## src/rtl/pipe_stall_ctrl_if.sv

```systemverilog
// Stall/flush sequencing bus between the pipeline stages and pipe_stall_ctrl.
// The master drives the hazard requests; the slave (the controller) returns stall control.
interface pipe_stall_ctrl_if #(
    parameter int unsigned CNT_W  = 6,
    parameter int unsigned PERF_W = 32
);
    logic              stallreq_id;
    logic              ex_mc_start;
    logic [CNT_W-1:0]  ex_mc_len;
    logic              flush_req;
    logic [5:0]        stall;
    logic              flush;
    logic              mc_busy;
    logic              mc_last;
    logic              mc_err;
    logic [PERF_W-1:0] stall_cycles;

    modport master (
        output stallreq_id, ex_mc_start, ex_mc_len, flush_req,
        input  stall, flush, mc_busy, mc_last, mc_err, stall_cycles
    );

    modport slave (
        input  stallreq_id, ex_mc_start, ex_mc_len, flush_req,
        output stall, flush, mc_busy, mc_last, mc_err, stall_cycles
    );
endinterface

```

## src/rtl/pipe_stall_ctrl.sv

```systemverilog
// Pipeline stall/flush sequencer: merges ID load-use, EX multi-cycle and exception flush
// into the per-stage stall vector, and owns the EX multi-cycle countdown.
module pipe_stall_ctrl #(
    parameter int unsigned CNT_W  = 6,
    parameter int unsigned PERF_W = 32
) (
    input  logic               clk,
    input  logic               rst,
    pipe_stall_ctrl_if.slave   bus
);

    localparam logic [5:0] STALL_NONE = 6'b000000;
    localparam logic [5:0] STALL_EX   = 6'b001111;
    localparam logic [5:0] STALL_ID   = 6'b000111;

    typedef enum logic {
        ST_IDLE = 1'b0,
        ST_BUSY = 1'b1
    } state_t;

    state_t            state_q, state_d;
    logic [CNT_W-1:0]  cnt_q, cnt_d;
    logic              mc_err_q, mc_err_d;
    logic [PERF_W-1:0] stall_cycles_q;
    logic              busy_c, last_c, start_ok_c;
    logic [5:0]        stall_c;

    // Next-state and combinational stall decode; flush overrides everything
    always_comb begin
        state_d    = state_q;
        cnt_d      = cnt_q;
        busy_c     = 1'b0;
        last_c     = 1'b0;
        start_ok_c = bus.ex_mc_start && (bus.ex_mc_len != '0);
        mc_err_d   = mc_err_q || ((state_q == ST_BUSY) && bus.ex_mc_start);

        if (bus.flush_req) begin
            state_d = ST_IDLE;
            cnt_d   = '0;
        end else begin
            case (state_q)
                ST_IDLE: begin
                    if (start_ok_c) begin
                        busy_c = 1'b1;
                        if (bus.ex_mc_len == CNT_W'(1)) begin
                            last_c = 1'b1;
                        end else begin
                            state_d = ST_BUSY;
                            cnt_d   = bus.ex_mc_len - CNT_W'(1);
                        end
                    end
                end
                ST_BUSY: begin
                    busy_c = 1'b1;
                    cnt_d  = cnt_q - CNT_W'(1);
                    // <= 1 guards against a corrupted zero count locking the pipe
                    if (cnt_q <= CNT_W'(1)) begin
                        last_c  = 1'b1;
                        state_d = ST_IDLE;
                        cnt_d   = '0;
                    end
                end
                default: begin
                    state_d = ST_IDLE;
                    cnt_d   = '0;
                end
            endcase
        end

        if (bus.flush_req) begin
            stall_c = STALL_NONE;
        end else if (busy_c) begin
            stall_c = STALL_EX;
        end else if (bus.stallreq_id) begin
            stall_c = STALL_ID;
        end else begin
            stall_c = STALL_NONE;
        end
    end

    // State, countdown, sticky error and saturating stalled-cycle counter
    always_ff @(posedge clk or negedge rst) begin
        if (!rst) begin
            state_q        <= ST_IDLE;
            cnt_q          <= '0;
            mc_err_q       <= 1'b0;
            stall_cycles_q <= '0;
        end else begin
            state_q  <= state_d;
            cnt_q    <= cnt_d;
            mc_err_q <= mc_err_d;
            if (stall_c[0] && (stall_cycles_q != '1)) begin
                stall_cycles_q <= stall_cycles_q + PERF_W'(1);
            end
        end
    end

    assign bus.stall        = stall_c;
    assign bus.flush        = bus.flush_req;
    assign bus.mc_busy      = busy_c;
    assign bus.mc_last      = last_c;
    assign bus.mc_err       = mc_err_q;
    assign bus.stall_cycles = stall_cycles_q;

endmodule
```

## src/flat_wrapper.sv

```systemverilog
// flat-port wrapper written by rule: the top's interface ports become plain ports
module pipe_stall_ctrl_flat 
#(
    parameter int unsigned CNT_W  = 6,
    parameter int unsigned PERF_W = 32
)
  (clk, rst, bus_stallreq_id, bus_ex_mc_start, bus_ex_mc_len, bus_flush_req, bus_stall, bus_flush, bus_mc_busy, bus_mc_last, bus_mc_err, bus_stall_cycles);
  pipe_stall_ctrl_if #(.CNT_W(CNT_W), .PERF_W(PERF_W)) bus_i ();
  input  logic clk;
  input  logic rst;
  input wire logic [$bits(bus_i.stallreq_id)-1:0] bus_stallreq_id;
  input wire logic [$bits(bus_i.ex_mc_start)-1:0] bus_ex_mc_start;
  input wire logic [$bits(bus_i.ex_mc_len)-1:0] bus_ex_mc_len;
  input wire logic [$bits(bus_i.flush_req)-1:0] bus_flush_req;
  output wire logic [$bits(bus_i.stall)-1:0] bus_stall;
  output wire logic [$bits(bus_i.flush)-1:0] bus_flush;
  output wire logic [$bits(bus_i.mc_busy)-1:0] bus_mc_busy;
  output wire logic [$bits(bus_i.mc_last)-1:0] bus_mc_last;
  output wire logic [$bits(bus_i.mc_err)-1:0] bus_mc_err;
  output wire logic [$bits(bus_i.stall_cycles)-1:0] bus_stall_cycles;
  assign bus_i.stallreq_id = bus_stallreq_id;
  assign bus_i.ex_mc_start = bus_ex_mc_start;
  assign bus_i.ex_mc_len = bus_ex_mc_len;
  assign bus_i.flush_req = bus_flush_req;
  assign bus_stall = bus_i.stall;
  assign bus_flush = bus_i.flush;
  assign bus_mc_busy = bus_i.mc_busy;
  assign bus_mc_last = bus_i.mc_last;
  assign bus_mc_err = bus_i.mc_err;
  assign bus_stall_cycles = bus_i.stall_cycles;
  pipe_stall_ctrl #(.CNT_W(CNT_W), .PERF_W(PERF_W)) u_core (.clk(clk), .rst(rst), .bus(bus_i));
endmodule
```

## config.mk

```make
export PLATFORM = sky130hd
export DESIGN_NAME = pipe_stall_ctrl_flat
export DESIGN_NICKNAME = d
export VERILOG_FILES = /design/src/rtl/pipe_stall_ctrl_if.sv /design/src/rtl/pipe_stall_ctrl.sv /design/src/flat_wrapper.sv
export SDC_FILE = /design/constraint.sdc
export NUM_CORES = 1
export LEC_CHECK = 0
export CAP_MARGIN = 25
export CORE_MARGIN = 4
export CORE_UTILIZATION = 30
export CTS_CLUSTER_DIAMETER = 200
export CTS_CLUSTER_SIZE = 16
export DETAILED_ROUTE_END_ITERATION = 7
export PLACE_DENSITY = 0.62
export SYNTH_ARGS = -nofsm -noshare
export SYNTH_HDL_FRONTEND = slang
export SYNTH_SLANG_ARGS = --single-unit
```

## constraint.sdc

```tcl
create_clock -name clk -period 6.74 [get_ports clk]
set_clock_uncertainty 0.2 [all_clocks]
set_input_delay 1.348 -clock clk [delete_from_list [all_inputs] [get_ports clk]]
set_output_delay 1.348 -clock clk [all_outputs]
set_load 0.02 [all_outputs]
```

Word level (Yosys, flattened, before mapping)

Index checks and enable logic that the tools add are counted.

Add/sub/neg operators: 3
Order comparisons: 1
Equality and inequality tests: 4
Multiplexer cells: 21
Bitwise operators: 1
Reduce and logical (&&, ||, !) cells: 6

Operators with widths:

| cell                                                                             | count |
|---|---|
| 6-bit two-way mux                                                                | 6 |
| 32-bit by 1-bit adder with 32-bit output, second input constant                  | 1 |
| 32-bit != test, second input constant                                            | 1 |
| 6-bit one-hot mux with 2 select lines                                            | 1 |
| 6-bit by 1-bit subtractor with 6-bit output, second input constant               | 2 |
| 1-bit two-way mux                                                                | 10 |
| 6-bit by 1-bit equality test with 1-bit output, second input constant            | 1 |
| 6-bit by 1-bit less-or-equal comparator with 1-bit output, second input constant | 1 |
| 1-bit one-hot mux with 2 select lines                                            | 3 |
| 6-bit nonzero test                                                               | 1 |
| 1-bit logical AND                                                                | 3 |
| 3-bit two-way mux                                                                | 1 |
| 3-bit by 2-bit != test with 1-bit output, second input constant                  | 1 |
| 3-bit != test, second input constant                                             | 1 |
| 2-bit AND reduction                                                              | 1 |
| 1-bit logical OR                                                                 | 1 |
| 1-bit inverter                                                                   | 1 |

Bits in registers: 40
Input bits: 11

Logic depth before layout (Yosys ltp)

Gate-level depths: netlist (run 1).

Depth in word-level cells: 8
Gate-level depth with buffers: 9

Least setup slack after synthesis (run 1)

Ideal clock, no wire load.

Path kind: input to output
Start point: input port bus_ex_mc_len[0]
End point: output port bus_stall[1]
Data arrival time: 2621 ps
Path slack: 2571 ps
Stages on the path: 6
Cell sequence: inv_1 -> ha_1 -> nor3b_1 -> a211o_1 -> inv_1 -> buf_4

Cells in the longest elaborated chain, start to end: 7

RTL lines:

| what                                  | line                  | text |
|---|---|---|
| start, declared                       | flat_wrapper.sv:13    | `input wire logic [$bits(bus_i.ex_mc_len)-1:0] bus_ex_mc_len;` |
| 6-bit nonzero test                    | pipe_stall_ctrl.sv:34 | `start_ok_c = bus.ex_mc_start && (bus.ex_mc_len != '0);` |
| 1-bit logical AND                     | pipe_stall_ctrl.sv:34 |  |
| 1-bit two-way mux                     | pipe_stall_ctrl.sv:43 | `if (start_ok_c) begin` |
| 1-bit one-hot mux with 2 select lines | pipe_stall_ctrl.sv:41 | `case (state_q)` |
| 1-bit two-way mux                     | pipe_stall_ctrl.sv:37 | `if (bus.flush_req) begin` |
| 6-bit two-way mux                     | pipe_stall_ctrl.sv:72 | `end else if (busy_c) begin` |
| 6-bit two-way mux                     | pipe_stall_ctrl.sv:70 | `if (bus.flush_req) begin` |
| end, declared                         | flat_wrapper.sv:15    | `output wire logic [$bits(bus_i.stall)-1:0] bus_stall;` |

Every way passes these cells.

Final worst setup path (run 1)

Start point: input port bus_ex_mc_len[0]
End point: output port bus_stall[2]

Same word-level chain as after synthesis.

==> results.json, run 1 <==
{
  "grt_pass1_wl_um": 8240,
  "start_kind": "input port",
  "cts_buffer_depth": 2,
  "synth_cells": 226,
  "post_synth_xor_area_fraction_pct": 13.7,
  "cts_sinks": 40,
  "antenna_found_initial": 0,
  "crit_type": "input port to output port",
  "grtUsageMet1_pct": 14.9,
  "setup_tns_ns": 0,
  "synth_top_area_share_pct": 44.7,
  "p_leak_uw": 0.00126,
  "finalWorstSetupSlack_ns": 1.41,
  "synth_top_cells_by_area": "dfrtp_1, xor2_1, xnor2_1, nor4_1, nor2_1",
  "cp.required_ns": 5.19,
  "cp-end-kind": "output port",
  "chipWidth_um": 94.4,
  "wl_per_cell_um": 13.6,
  "powerDensity_mw_per_mm2": 226,
  "grt.busiest_layer": "met2",
  "insertion_delay_ns": 0.28,
  "io_pins": 53,
  "hpwl_um": 3740,
  "synth_edf_count": 0,
  "synth.most_common_cell": "dfrtp_1",
  "relSlewSlack_pct": 40.9,
  "cts_setup_buffers": 0,
  "drt-total-wl_um": 5040,
  "root_buffer": "clkbuf_8",
  "cts_tree": "done",
  "synth-simple-area-share_pct": 23.4,
  "cts_resized": 0,
  "path_max_fanout": 10,
  "utilization_pct": 39.8,
  "ir_drop_mv": 0.0645,
  "grt-ovfl-total": 0,
  "initial_core_util_pct": 30.9,
  "maxCapViolations": 0,
  "async_reset_ff_share_pct": 100,
  "gr-usage-all-layers_pct": 11.8,
  "numPortBuffers": 50,
  "syn_avg_cell_area_um2": 9.90,
  "timing.final.max_slew_violations": 0,
  "hold_class": "flip-flop to flip-flop",
  "finalCriticalPeriod_ns": 5.33,
  "period_share_pct": 79.1,
  "syn_area_mm2": 0.00224,
  "synthMuxAreaShare_pct": 2.85,
  "n_antenna_cell": 0,
  "synth_compound_area_share_pct": 7.27,
  "drt-initial-drc-count": 53,
  "nFillCells": 746,
  "drcViolationCount": 0,
  "core_area_mm2": 0.00725,
  "crit_arrival_ns": 3.78,
  "fp.dieArea_mm2": 0.00891,
  "yosys.area.top_type": "dfrtp_1",
  "yosys_most_used_dff": "dfrtp_1",
  "gp_congestion": 0.861,
  "vias": 1793,
  "nets": 288,
  "synth_top_family_by_area": "simple AND/OR/NAND/NOR gates",
  "finalSetupViolations": 0,
  "met3_usage_pct": 3.51,
  "viasPerCell": 4.83,
  "hold_viol_final": 0,
  "drive_gt1_share_pct": 5.51,
  "cts_buffers": 5,
  "seq_area_frac_synth_pct": 44.7,
  "place_ws_ns": 1.40,
  "synth_fa_ha_area_share_pct": 2.79,
  "die_y_um": 94.4,
  "fmax_mhz": 188,
  "htreeDepth": 2,
  "synth_cell_type_count": 43,
  "area_growth_pct": 28.9,
  "grt_start_max_net_pins": 41,
  "yosysWarnings": 0,
  "clkTransAtPathRegs_ns": 0.07,
  "worst_pin_slew_ns": 0.886,
  "status": "completed",
  "first_pass_iters": 4,
  "grt_pass1_vias": 1749,
  "cts_hold_buf": 0,
  "rows": 31,
  "rsz0062_at_grt": "no",
  "use_met2_pct": 18.7,
  "final_antenna_net_count": 0,
  "synth-seq-cells": 40,
  "synthTopCellsByCount": "dfrtp_1, xor2_1, nor2_1"
}
layer usage:
metal,up-vias,routed length (µm)
met5,-,0
met4,0,40
met3,2,219
met2,30,2440
met1,877,2340
li1,884,-
power by group:
group | leakage [µW] | total, µW | switching (µW) | internal [µW]
sequential | 0.000514 | 304 | 37.0 | 267
combinational | 0.000694 | 177 | 92.8 | 84.1
clock | 0.0000503 | 171 | 79.3 | 91.2
total | 0.00126 | 652 | 209 | 443
registers in the layout, summed over array words and instances, names as in the netlist:
name                     count
u_core.cnt_q                 6
u_core.bus.stall_cycles     32
u_core.state_q               1
u_core.bus.mc_err            1
cell type report:
type                            count  area, µm²  area share [%]
Clock buffer                        7       96.3            3.34
Inverter                           11       41.3            1.43
Sequential cell                    40       1000            34.7
Multi-Input combinational cell    164       1130            39.1
Tap cell                           99        124            4.29
Timing Repair Buffer               50        495            17.2
cell families after synthesis:
group | after synthesis
xor gates and xnor gates | 35
and+or+nand+nor | 95
other | 1
AOI/OAI and AO/OA | 21
adders and majority gates | 5
muxes | 6
buffers and inverters | 23
DFF | 40
stage by stage:
step / cell area (µm²) / total power (µW) / instances / hold slack, ns
2_1_floorplan: 2240 / 410 / 227 / 0.288
3_3_place_gp: 2790 / 485 / 364 / 0.248
3_5_place_dp: 2790 / 487 / 364 / 0.258
4_1_cts: 2890 / 659 / 371 / 0.274
5_1_grt: 2890 / 693 / 371 / 0.304
6_report: 2890 / 652 / 371 / 0.268
worst paths after layout:
path | start | to | slack [ns] | cells past startpoint
max in group asynchronous | rst | u_core.bus.stall_cycles[25] | 4.81 | 1
worst min-delay path | u_core.bus.mc_err | u_core.bus.mc_err | 0.27 | 1
min in group asynchronous | rst | u_core.cnt_q[3] | 0.98 | 1
worst min register to register | u_core.bus.mc_err | u_core.bus.mc_err | 0.27 | 1
worst max register to register | u_core.bus.stall_cycles[0] | u_core.bus.stall_cycles[1] | 3.88 | 5
worst max-delay path | bus_ex_mc_len[0] | bus_stall[2] | 1.41 | 7
critical path, stage by stage:
cell and delay (ns):
clkdlybuf4s50_1 0.54, inv_1 0.06, ha_1 0.27, nor3b_1 0.17, a211o_1 0.38, inv_1 0.34, clkdlybuf4s50_1 0.68
placed cells by master, fill, tap and decap left out, types with 4 or more instances in the layout:
master,count
nand4_1,5
xnor2_1,12
nand2_1,15
dfrtp_1,40
nand3_1,10
ha_1,5
nor3_1,12
clkbuf_8,7
and3_1,5
and4_1,4
nor2_1,17
o21ai_0,5
inv_1,11
nor4_1,11
xor2_1,23
clkdlybuf4s50_1,49
(Power assumes the default switching activity.)
==> run 2, diff against run 1 <==
Settings changed: PLACE_DENSITY 0.62 to 0.64.
Clock period 6.74 ns to 4.7 ns, I/O delays scaled along.
==> run 2 against run 1 <==
  * Final cell count increased by 0.54%
  * Combinational power increased by 44%
  * Critical path depth unchanged
  * Highest routed layer unchanged
  * Hold slack got worse by 0.0027 ns
  * Non-clock buffer count increased by 1
  * Global-route usage about the same
  * Largest power group unchanged
  * Utilization increased by 0.45 points
  * Critical endpoint is now bus_stall[0]
==> results.json, run 2 (synthesis gave the netlist of run 1 again) <==
{
  "grt_pass1_wl_um": 8290,
  "reg2reg_to": "u_core.bus.stall_cycles[1]",
  "grt_start_max_net_pins": 41,
  "status": "completed",
  "drcViolationCount": 0,
  "hold_class": "flip-flop to flip-flop",
  "cp_top_family": "buffers and inverters",
  "cp_num_buf_inv": 4,
  "start_kind": "input port",
  "dpl.cell_count": 365,
  "cts_buffer_depth": 2,
  "largest_reg_flops": 32,
  "numPortBuffers": 50,
  "grt_pass1_vias": 1776,
  "rows": 31,
  "finalSetupViolations": 0,
  "htreeDepth": 2,
  "path_max_fanout": 8,
  "antenna_found_initial": 0,
  "gp_congestion": 0.791,
  "clkTransAtPathRegs_ns": 0.08,
  "fmax_mhz": 227,
  "cts_sinks": 40,
  "cp_cell_sequence": "clkdlybuf4s50_1 > inv_1 > ha_1 > nor3b_1 > a211o_1 > inv_1 > clkdlybuf4s50_1",
  "final_antenna_net_count": 0,
  "n_antenna_cell": 0,
  "drt-initial-drc-count": 68,
  "core_area_mm2": 0.00725,
  "hpwl_um": 3670,
  "finalCriticalPeriod_ns": 4.41,
  "p_leak_uw": 0.00127,
  "timing.final.max_slew_violations": 0,
  "rrSetupSlack_ns": 1.86,
  "crit_type": "input port to output port",
  "final_cell_count_no_fill": 373,
  "maxCapViolations": 0,
  "wl_per_cell_um": 13.2,
  "worst_pin_slew_ns": 0.892,
  "reg2reg_depth": 5,
  "cp.required_ns": 3.56,
  "vias": 1769,
  "hold_viol_final": 0,
  "endpoint": "bus_stall[0]",
  "relSlewSlack_pct": 40.5,
  "area_growth_pct": 30.4,
  "cts_buffers": 5,
  "crit_cells": 7,
  "viasPerCell": 4.74,
  "rr_startpoint": "u_core.bus.stall_cycles[0]",
  "fp.dieArea_mm2": 0.00891,
  "die_y_um": 94.4,
  "root_buffer": "clkbuf_8",
  "cpPeakStageDelay_ns": 0.68,
  "drive_gt1_share_pct": 6.20,
  "crit_arrival_ns": 3.27,
  "chipWidth_um": 94.4,
  "cts_resized": 0,
  "period_share_pct": 93.9,
  "cts_hold_buf": 0,
  "powerDensity_mw_per_mm2": 338,
  "crit_slowest_cell": "clkdlybuf4s50_1",
  "final_common_cell": "clkdlybuf4s50_1",
  "insertion_delay_ns": 0.30,
  "first_pass_iters": 4,
  "setup_tns_ns": 0,
  "grt-ovfl-total": 0,
  "cts_tree": "done",
  "nFillCells": 733,
  "ir_drop_mv": 0.141,
  "nets": 289,
  "rsz0062_at_grt": "no",
  "layout_common_cells": "clkdlybuf4s50_1, dfrtp_1, xor2_1",
  "drt-total-wl_um": 4910,
  "initial_core_util_pct": 30.9,
  "cts_setup_buffers": 0,
  "startpoint": "bus_ex_mc_len[0]",
  "cp-end-kind": "output port",
  "io_pins": 53,
  "gr-usage-all-layers_pct": 11.8
}
-- run 2: cell count changes in the layout (fill, tap and decap cells not counted) --
cell,change
clkbuf_8,-1
clkinv_4,+1
buf_4,+1
bufinv_16,+1
-- run 2: worst min-delay path by stage --
stage / from / end / slack, ns / cells past startpoint
5_1_grt: u_core.bus.mc_err / u_core.bus.mc_err / 0.31 / 1
3_3_place_gp: u_core.bus.mc_err / u_core.bus.mc_err / 0.24 / 1
6_report: u_core.bus.mc_err / u_core.bus.mc_err / 0.27 / 1
2_1_floorplan: u_core.cnt_q[1] / u_core.cnt_q[1] / 0.29 / 1
4_1_cts: u_core.bus.mc_err / u_core.bus.mc_err / 0.27 / 1
3_5_place_dp: u_core.bus.mc_err / u_core.bus.mc_err / 0.25 / 1
-- run 2: per-layer routing --
| layer | wire (µm) | up-vias | GRT usage (%) |
|---|---|---|---|
| met5 | 0 | - | 0 |
| met4 | 75 | 0 | 3.97 |
| met3 | 202 | 7 | 3.43 |
| met2 | 2250 | 28 | 18.5 |
| met1 | 2380 | 849 | 15.6 |
| li1 | - | 885 | - |
-- run 2: report_power, final --
| group | total [µW] | internal [µW] | switching, µW |
|---|---|---|---|
| sequential | 437 | 383 | 54.0 |
| combinational | 254 | 121 | 132 |
| clock | 296 | 174 | 123 |
| total | 987 | 678 | 309 |
-- run 2: area by class of cell --
type	instances	area (µm²)	area share [%]
clock buffer	6	82.6	2.83
clock inverter	2	38.8	1.33
inverter	11	41.3	1.42
multi-input combinational	164	1130	38.6
sequential	40	1000	34.3
tap	99	124	4.25
timing repair buffer	51	503	17.2
-- run 2: worst reg2reg max path, stage by stage, from the launching register on --
cell	delay, ns
dfrtp_1	0.41
ha_1	0.23
nand4_2	0.17
or4_1	0.75
o31ai_4	0.61
mux2_1	0.38
-- run 2: through the flow --
stage	cell area, µm²	power [µW]	hold WS (ns)	setup slack [ns]	util [%]
2_1_floorplan	2240	588	0.288	1.35	-
3_3_place_gp	2800	697	0.243	0.294	38.6
3_5_place_dp	2800	702	0.253	0.274	38.6
4_1_cts	2920	1000	0.271	0.258	40.2
5_1_grt	2920	1050	0.307	0.109	40.2
6_report	2920	987	0.266	0.287	40.2
